`src/rtl/spi_master_param.sv`:
```
// Parametrised SPI master: configurable word width, SPI mode, SCLK divider, bit order,
// multiple active-low chip selects with optional hold across words, and internal loopback.
module spi_master_param #(
    parameter int DATA_W = 8,
    parameter int NUM_CS = 2,
    parameter int DIV_W  = 8,
    localparam int CS_W  = (NUM_CS > 1) ? $clog2(NUM_CS) : 1
) (
    input  logic              clk,
    input  logic              reset,
    input  logic              start,
    input  logic [DATA_W-1:0] tx_data,
    input  logic [CS_W-1:0]   cs_sel,
    input  logic [1:0]        mode,
    input  logic              lsb_first,
    input  logic [DIV_W-1:0]  clk_div,
    input  logic              cs_hold,
    input  logic              loopback,
    input  logic              miso,
    output logic              sclk,
    output logic              mosi,
    output logic [NUM_CS-1:0] cs_n,
    output logic              tx_ready,
    output logic              busy,
    output logic [DATA_W-1:0] rx_data,
    output logic              rx_valid
);

    localparam int EW = $clog2(2 * DATA_W);
    localparam logic [EW-1:0] LAST_EDGE = EW'(2 * DATA_W - 1);

    typedef enum logic [2:0] {
        S_IDLE,
        S_LEAD,
        S_XFER,
        S_LAG,
        S_DONE
    } state_t;

    state_t              state_q, state_d;
    logic [DIV_W-1:0]    cnt_q, cnt_d;
    logic [EW-1:0]       edge_q, edge_d;
    logic [DATA_W-1:0]   tx_sr_q, tx_sr_d;
    logic [DATA_W-1:0]   rx_sr_q, rx_sr_d;
    logic [CS_W-1:0]     sel_q, sel_d;
    logic [1:0]          mode_q, mode_d;
    logic                lsb_q, lsb_d;
    logic [DIV_W-1:0]    div_q, div_d;
    logic                hold_q, hold_d;
    logic                lb_q, lb_d;
    logic                sclk_q, sclk_d;
    logic                mosi_q, mosi_d;
    logic [NUM_CS-1:0]   cs_n_q, cs_n_d;
    logic                busy_q, busy_d;
    logic                tx_ready_q, tx_ready_d;
    logic [DATA_W-1:0]   rx_data_q, rx_data_d;
    logic                rx_valid_q, rx_valid_d;

    logic                miso_eff;
    logic                edge_go;
    logic                lead_edge;
    logic [DATA_W-1:0]   tx_shift;
    logic [DATA_W-1:0]   rx_shift;

    function automatic logic [NUM_CS-1:0] cs_decode(input logic [CS_W-1:0] sel);
        cs_decode = '1;
        for (int unsigned i = 0; i < NUM_CS; i++) begin
            if (sel == CS_W'(i)) cs_decode[i] = 1'b0;
        end
    endfunction

    always_comb begin
        state_d    = state_q;
        cnt_d      = cnt_q;
        edge_d     = edge_q;
        tx_sr_d    = tx_sr_q;
        rx_sr_d    = rx_sr_q;
        sel_d      = sel_q;
        mode_d     = mode_q;
        lsb_d      = lsb_q;
        div_d      = div_q;
        hold_d     = hold_q;
        lb_d       = lb_q;
        sclk_d     = sclk_q;
        mosi_d     = mosi_q;
        cs_n_d     = cs_n_q;
        busy_d     = busy_q;
        tx_ready_d = tx_ready_q;
        rx_data_d  = rx_data_q;
        rx_valid_d = 1'b0;
        edge_go    = 1'b0;
        lead_edge  = 1'b0;

        miso_eff = lb_q ? mosi_q : miso;
        tx_shift = lsb_q ? (tx_sr_q >> 1) : (tx_sr_q << 1);
        rx_shift = lsb_q ? {miso_eff, rx_sr_q[DATA_W-1:1]} : {rx_sr_q[DATA_W-2:0], miso_eff};

        unique case (state_q)
            S_IDLE: begin
                sclk_d     = mode[1];
                tx_ready_d = 1'b1;
                if (start) begin
                    sel_d      = cs_sel;
                    mode_d     = mode;
                    lsb_d      = lsb_first;
                    div_d      = clk_div;
                    hold_d     = cs_hold;
                    lb_d       = loopback;
                    tx_sr_d    = tx_data;
                    rx_sr_d    = '0;
                    mosi_d     = lsb_first ? tx_data[0] : tx_data[DATA_W-1];
                    cnt_d      = '0;
                    // Decoding the new select here also drops a previously held CS.
                    cs_n_d     = cs_decode(cs_sel);
                    busy_d     = 1'b1;
                    tx_ready_d = 1'b0;
                    state_d    = S_LEAD;
                end
            end
            S_LEAD: begin
                if (cnt_q == div_q) begin
                    cnt_d     = '0;
                    edge_d    = '0;
                    edge_go   = 1'b1;
                    lead_edge = 1'b1;
                    state_d   = S_XFER;
                end else begin
                    cnt_d = cnt_q + DIV_W'(1);
                end
            end
            S_XFER: begin
                if (cnt_q == div_q) begin
                    cnt_d = '0;
                    if (edge_q == LAST_EDGE) begin
                        state_d = S_LAG;
                    end else begin
                        edge_d    = edge_q + EW'(1);
                        edge_go   = 1'b1;
                        lead_edge = edge_q[0];
                    end
                end else begin
                    cnt_d = cnt_q + DIV_W'(1);
                end
            end
            S_LAG: begin
                if (cnt_q == div_q) begin
                    rx_data_d  = rx_sr_q;
                    rx_valid_d = 1'b1;
                    busy_d     = 1'b0;
                    if (!hold_q) cs_n_d = '1;
                    state_d    = S_DONE;
                end else begin
                    cnt_d = cnt_q + DIV_W'(1);
                end
            end
            S_DONE: begin
                sclk_d     = mode[1];
                tx_ready_d = 1'b1;
                state_d    = S_IDLE;
            end
            default: state_d = S_IDLE;
        endcase

        // Sampling edge is leading for CPHA=0 and trailing for CPHA=1; the other edge shifts.
        if (edge_go) begin
            sclk_d = ~sclk_q;
            if (lead_edge ^ mode_q[0]) begin
                rx_sr_d = rx_shift;
            end else if (mode_q[0]) begin
                mosi_d  = lsb_q ? tx_sr_q[0] : tx_sr_q[DATA_W-1];
                tx_sr_d = tx_shift;
            end else begin
                mosi_d  = lsb_q ? tx_shift[0] : tx_shift[DATA_W-1];
                tx_sr_d = tx_shift;
            end
        end
    end

    always_ff @(posedge clk) begin
        if (reset) begin
            state_q    <= S_IDLE;
            cnt_q      <= '0;
            edge_q     <= '0;
            tx_sr_q    <= '0;
            rx_sr_q    <= '0;
            sel_q      <= '0;
            mode_q     <= '0;
            lsb_q      <= 1'b0;
            div_q      <= '0;
            hold_q     <= 1'b0;
            lb_q       <= 1'b0;
            sclk_q     <= 1'b0;
            mosi_q     <= 1'b0;
            cs_n_q     <= '1;
            busy_q     <= 1'b0;
            tx_ready_q <= 1'b1;
            rx_data_q  <= '0;
            rx_valid_q <= 1'b0;
        end else begin
            state_q    <= state_d;
            cnt_q      <= cnt_d;
            edge_q     <= edge_d;
            tx_sr_q    <= tx_sr_d;
            rx_sr_q    <= rx_sr_d;
            sel_q      <= sel_d;
            mode_q     <= mode_d;
            lsb_q      <= lsb_d;
            div_q      <= div_d;
            hold_q     <= hold_d;
            lb_q       <= lb_d;
            sclk_q     <= sclk_d;
            mosi_q     <= mosi_d;
            cs_n_q     <= cs_n_d;
            busy_q     <= busy_d;
            tx_ready_q <= tx_ready_d;
            rx_data_q  <= rx_data_d;
            rx_valid_q <= rx_valid_d;
        end
    end

    assign sclk     = sclk_q;
    assign mosi     = mosi_q;
    assign cs_n     = cs_n_q;
    assign tx_ready = tx_ready_q;
    assign busy     = busy_q;
    assign rx_data  = rx_data_q;
    assign rx_valid = rx_valid_q;

endmodule

```
`config.mk`:
```
export PLATFORM = sky130hd
export DESIGN_NAME = spi_master_param
export DESIGN_NICKNAME = d
export VERILOG_FILES = /design/src/rtl/spi_master_param.sv
export SDC_FILE = /design/constraint.sdc
export NUM_CORES = 1
export LEC_CHECK = 0
export CAP_MARGIN = 20
export CORE_MARGIN = 3
export CORE_UTILIZATION = 45
export CTS_CLUSTER_DIAMETER = 60
export CTS_CLUSTER_SIZE = 10
export DETAILED_ROUTE_END_ITERATION = 7
export HOLD_SLACK_MARGIN = 0.08
export PLACE_DENSITY = 0.68
export SLEW_MARGIN = 20
export SYNTH_ARGS = -nofsm -noshare
export SYNTH_HDL_FRONTEND = slang
export SYNTH_SLANG_ARGS = --single-unit
```
`constraint.sdc`:
```
create_clock -name clk -period 4.5 [get_ports clk]
set_input_delay 0.9 -clock clk [delete_from_list [all_inputs] [get_ports clk]]
set_output_delay 0.9 -clock clk [all_outputs]
set_load 0.03 [all_outputs]
```
## Word-level counts from Yosys, hierarchy flattened

Index checks and enable logic that the tools add are counted.

| operators by class | value |
|---|---|
| add/sub/neg operators | 2 |
| equality and inequality tests | 14 |
| mux-type cells | 53 |
| bitwise gates (word level) | 3 |
| reduce and logical (&&, ||, !) cells | 16 |

Operators by type and width:

| operator | number |
|---|---|
| $mux W8 | 13 |
| $pmux W8 S3 | 1 |
| $mux W1 | 21 |
| $ne A2 B2 Y1 const B | 8 |
| $mux W3 | 5 |
| $mux W4 | 3 |
| $pmux W3 S4 | 1 |
| $add A8 B1 Y8 const B | 1 |
| $eq A8 B8 Y1 | 1 |
| $pmux W1 S2 | 4 |
| $pmux W4 S2 | 1 |
| $reduce_and A4 Y1 | 2 |
| $reduce_bool A2 Y1 | 4 |
| $eq A3 B2 Y1 const B | 2 |
| $mux W2 | 3 |
| $reduce_and A3 Y1 | 2 |
| $reduce_or A2 Y1 | 3 |
| $reduce_and A5 Y1 | 1 |
| $add A4 B1 Y4 const B | 1 |
| $eq A4 B4 Y1 const B | 1 |
| $pmux W2 S2 | 1 |
| $reduce_and A2 Y1 | 2 |
| $eq A3 B1 Y1 const B | 1 |
| $eq A3 B3 Y1 const B | 1 |
| 4 further kinds | 5 |

| storage, ports and cells | value |
|---|---|
| register bits after elaboration | 58 |
| bits of input ports | 26 |
| output and inout bits | 15 |

## Longest topological paths before layout

| depth | value |
|---|---|
| depth after elaboration | 7 |
| gate-level depth with buffers | 7 |
| gate-level depth less buffers | 6 |

## Worst setup path after synthesis

Ideal clock, no wire load.

| path | value |
|---|---|
| kind | input to register |
| start point | input start |
| end point | register cnt_q[7] |
| library setup time | 72 ps |
| arrival time | 2095 ps |
| data required time | 4428 ps |
| setup slack | 2333 ps |
| stages | 5 |
| path buffers | 0 |
| cells stage by stage | nor3_1 > or2_1 > or3_1 > or4_1 > a21oi_1 |

| between the ends | value |
|---|---|
| cells in the longest elaborated chain, start to end | 2 |

Ends and longest elaborated chain:

| element | line | source |
|---|---|---|
| start: declaration | 11 | `input logic start,` |
| $ne A2 B2 Y1 (no line) | - |  |
| $reduce_and A3 Y1 (no line) | - |  |
| end signal: assignment | 201 | `cnt_q <= cnt_d;` |
| end: declaration | 41 | `logic [DIV_W-1:0] cnt_q, cnt_d;` |

Every way passes these cells.
A chain may end at the register's enable or synchronous reset.

## Worst setup path after layout

Same ends and word-level chain as after synthesis.

==> Flow_metrics.wiki <==
{| class="wikitable"
! Metric !! Value
|-
| Status || complete, no violations
|-
| Category of the most critical setup path || in -> reg
|-
| Clock period minus final worst setup slack || roughly 2.5 ns
|-
| Total of buffers placed on input and output ports || 40
|-
| Setup TNS Final || 0 ns
|-
| Number of cells in the finished layout apart from fillers || 438
|-
| Pint || approximately 0.9 mW
|-
| Unrepaired setup endpoints after global routing || false
|-
| CTS Root Buffer Type || sky130_fd_sc_hd__clkbuf_8
|-
| Overall routed net length || roughly 6.3 mm
|-
| Register bit count reported by yosys || 58
|-
| Number of global-route vias before repair || around 2.2k
|-
| CTS tree || built
|-
| Height of the chip || ~85 microns
|-
| R2r setup slk || roughly 2.2 ns
|-
| Final instance area || ~3400 sq um
|-
| Share of power burned in registers || 0.442
|-
| Layout-stage area growth over the synthesis result || 20.9%
|-
| Switching portion of total power || 0.334
|-
| Detail Route Antenna Nets || 0
|-
| Number of antenna violations at the first check in global routing || 0
|-
| Overall via count from detail_route || between 2k and 2.5k
|-
| Share of power burned in combinational logic || 0.250
|-
| Number of hold-slack violations in the final timing report || 0
|-
| Pin count of the biggest net entering global routing || 42
|-
| Layout Utilization || 0.569
|-
| Worst path required time || roughly 4.8 ns
|-
| Tightest Pin Transition || ~0.83 ns
|-
| Hold buffer count at cts || 0
|-
| Detail Placement HPWL || approximately 4.1 mm
|-
| Clock Sinks || slightly below 60
|-
| Data arrival time at the worst-slack endpoint || about 2.8 ns
|-
| Peak supply drop || roughly 210 uV
|-
| Post-CTS setup buffer count || 0
|-
| Clock share of power || 0.308
|-
| Remaining global-route overflow || 0
|-
| Clock-pin slew of the registers on the worst-case setup and hold paths || around 0.060 ns
|-
| First-pass GRT wire length || 10.5 mm
|-
| Drt drc || 0
|-
| Largest fanout on the critical path || 5
|-
| Ant. Diodes || 0
|-
| Total count of max-transition violations in the final report || 0
|-
| Pre-CTS WS || 1.57 ns
|-
| Summed instance area of the synthesized netlist || ~2800 sq um
|-
| Buffer levels on the longest clock path || 2
|-
| Syn Nets || 355
|-
| Number of instances in the synthesized netlist || 327
|-
| Worst Slack Setup Final || ~2.0 ns
|-
| Fin crit share || 0.561
|-
| Router iterations before antenna repair || 4
|-
| Chip Width || ~85 microns
|-
| Detail Route met2 WL || 2.83 mm
|-
| Highest metal layer with signal wires || met4
|-
| Proportion of synthesized chip area in sequential cells || 0.409
|-
| Most frequent cells in the layout || 58 x sky130_fd_sc_hd__dfxtp_1, 53 x sky130_fd_sc_hd__nand2_1, 40 x sky130_fd_sc_hd__clkdlybuf4s50_1
|-
| Category of the worst setup path launch point || input port
|-
| Post_cts resized || 0
|-
| Share of cells above drive strength 1 || 0.0854
|-
| Total of endpoints with negative setup slack in the final report || 0
|-
| Die area || between 7000 and 8000 sq um
|-
| Depth of the CTS H-tree || 3
|-
| Core area || about 6000 sq um
|-
| Leakage component of the power || roughly 1.3 nW
|-
| Initial Utilization || 0.471
|-
| Vias per cell || ~5.6
|-
| Nets@finish || a little under 400
|-
| Max_slew headroom || 0.443
|-
| Met1 Wirelength || approximately 3 mm
|-
| Beginning of the worst register-to-register path || state_q[1]
|-
| Placer's final routability congestion estimate || 0.790
|-
| Library cells used by synthesis || 49
|-
| Number of max-capacitance violations reported || 0
|-
| Post-route clock skew || 0.00992 ns
|-
| Violation count after the first detailed-routing iteration || 162
|-
| Maximum clock frequency || a little under 400 MHz
|-
| Standard cell area after detailed placement || approximately 3200 sq um
|-
| Top-level port count || 41
|-
| Power dissipated by switching net loads || between 0.4 and 0.5 mW
|-
| Amount of wire on met3 after detailed routing || roughly 320 microns
|-
| HP Start || hold_q
|-
| Number of fillers in the final layout || between 500 and 600
|-
| Synth warn || 0
|-
| Worst r2r dst || tx_sr_q[6]
|-
| Type of destination of the critical path || register
|-
| Hold path depth || 2
|-
| Length in cells of the worst reg-to-reg path || 5
|-
| Min-Delay Path Class || reg -> reg
|-
| Commonest non-fill, non-tap cell in the layout || sky130_fd_sc_hd__dfxtp_1
|-
| Standard-cell rows || 28
|-
| Power density relative to cell area || 402 nW/um^2
|-
| Average footprint of a synthesized cell || approximately 8.7 sq um
|-
| Post-placement cell count || 422
|-
| Hold endpoint || hold_q
|-
| GRT Util Overall || 0.179
|-
| Routed length per placed instance || between 10 and 15 microns
|-
| Clk_lat worst skew || approximately 0.34 ns
|-
| Number of buffers inserted during clock tree synthesis || 9
|}
## power by group through the flow
stage	clock (mW)	combinational, mW	sequential (mW)
floorplan	0	0.254	0.612
global placement	0	0.333	0.619
detailed placement	0	0.339	0.619
CTS	0.434	0.341	0.608
global route	0.459	0.384	0.616
finish	0.425	0.344	0.609
## routing by layer
layer,up-vias,GRT usage
met2,49,0.270
met4,0,0.0518
li1,1236,-
met3,7,0.0563
met1,1142,0.245
met5,-,0
## state kept, by name (all words and copies together), names as in the netlist, 2 cells and up
| signal | cells |
|---|---|
| rx_data | 8 |
| rx_sr_q | 8 |
| edge_q | 4 |
| cnt_q | 8 |
| tx_sr_q | 8 |
| cs_n | 2 |
| state_q | 3 |
| div_q | 8 |
## through the flow
stage / total power [mW] / hold WS (ns)
floorplan: 0.866 / 0.437
global placement: 0.952 / 0.449
detailed placement: 0.958 / 0.458
CTS: 1.38 / 0.467
global route: 1.46 / 0.493
finish: 1.38 / 0.467
## cell type report
type | count | area [sq um] | area share
timing repair buffer | 43 | 430 | 0.126
clock buffer | 12 | 155 | 0.0453
sequential | 58 | 1160 | 0.339
inverter | 2 | 7.51 | 0.00219
multi-input combinational | 245 | 1570 | 0.457
clock inverter | 3 | 15.0 | 0.00438
tap | 75 | 93.8 | 0.0274
## cell usage after synthesis, drive strengths merged
library cell | n | area (sq um)
a2111oi | 6 | 56.3
a21o | 2 | 15.0
a21oi | 35 | 175
a221oi | 1 | 8.76
a311oi | 9 | 78.8
a31oi | 1 | 6.26
a32oi | 1 | 8.76
a41o | 1 | 10.0
and2 | 2 | 12.5
and3 | 3 | 18.8
and4 | 1 | 8.76
and4b | 1 | 10.0
buf | 9 | 53.8
clkbuf | 13 | 48.8
dfxtp | 58 | 1160
ha | 2 | 25.0
inv | 2 | 7.51
mux2 | 7 | 78.8
mux2i | 12 | 120
nand2 | 54 | 205
nand2b | 4 | 25.0
nand3 | 12 | 60.1
nand3b | 3 | 22.5
nand4 | 1 | 6.26
nand4b | 2 | 32.5
nor2 | 20 | 75.1
nor2b | 10 | 62.6
nor3 | 5 | 25.0
nor4 | 2 | 42.5
nor4b | 2 | 32.5
o2111ai | 1 | 8.76
o211ai | 8 | 60.1
o21ai | 10 | 50.0
o21bai | 5 | 37.5
o31ai | 2 | 15.0
or2 | 1 | 6.26
or3 | 6 | 37.5
or4 | 1 | 7.51
xnor2 | 1 | 16.3
xor2 | 11 | 104
## kinds of logic after synthesis
family,Yosys count,share of synthesized area
simple gates,130,0.243
compound gates,82,0.187
flops,58,0.409
buf+inv,24,0.0388
mux,19,0.0701
xor+xnor,12,0.0423
fa+ha+maj,2,0.00882
## worst max-delay path by stage
stage / endpoint / from / depth (start not counted)
detailed placement: rx_sr_q[0] / start / 4
global placement: rx_sr_q[6] / start / 4
CTS: rx_sr_q[0] / start / 4
finish: cnt_q[7] / start / 6
global route: cnt_q[7] / start / 6
floorplan: cnt_q[7] / start / 5
## critical path, cell delays in order
cell,delay (ns)
sky130_fd_sc_hd__clkdlybuf4s50_1,0.55
sky130_fd_sc_hd__nor3_1,0.06
sky130_fd_sc_hd__or2_1,0.24
sky130_fd_sc_hd__or3_1,0.39
sky130_fd_sc_hd__or4_1,0.49
sky130_fd_sc_hd__a21oi_1,0.15
Note: power is estimated with default switching activity, not from simulation.
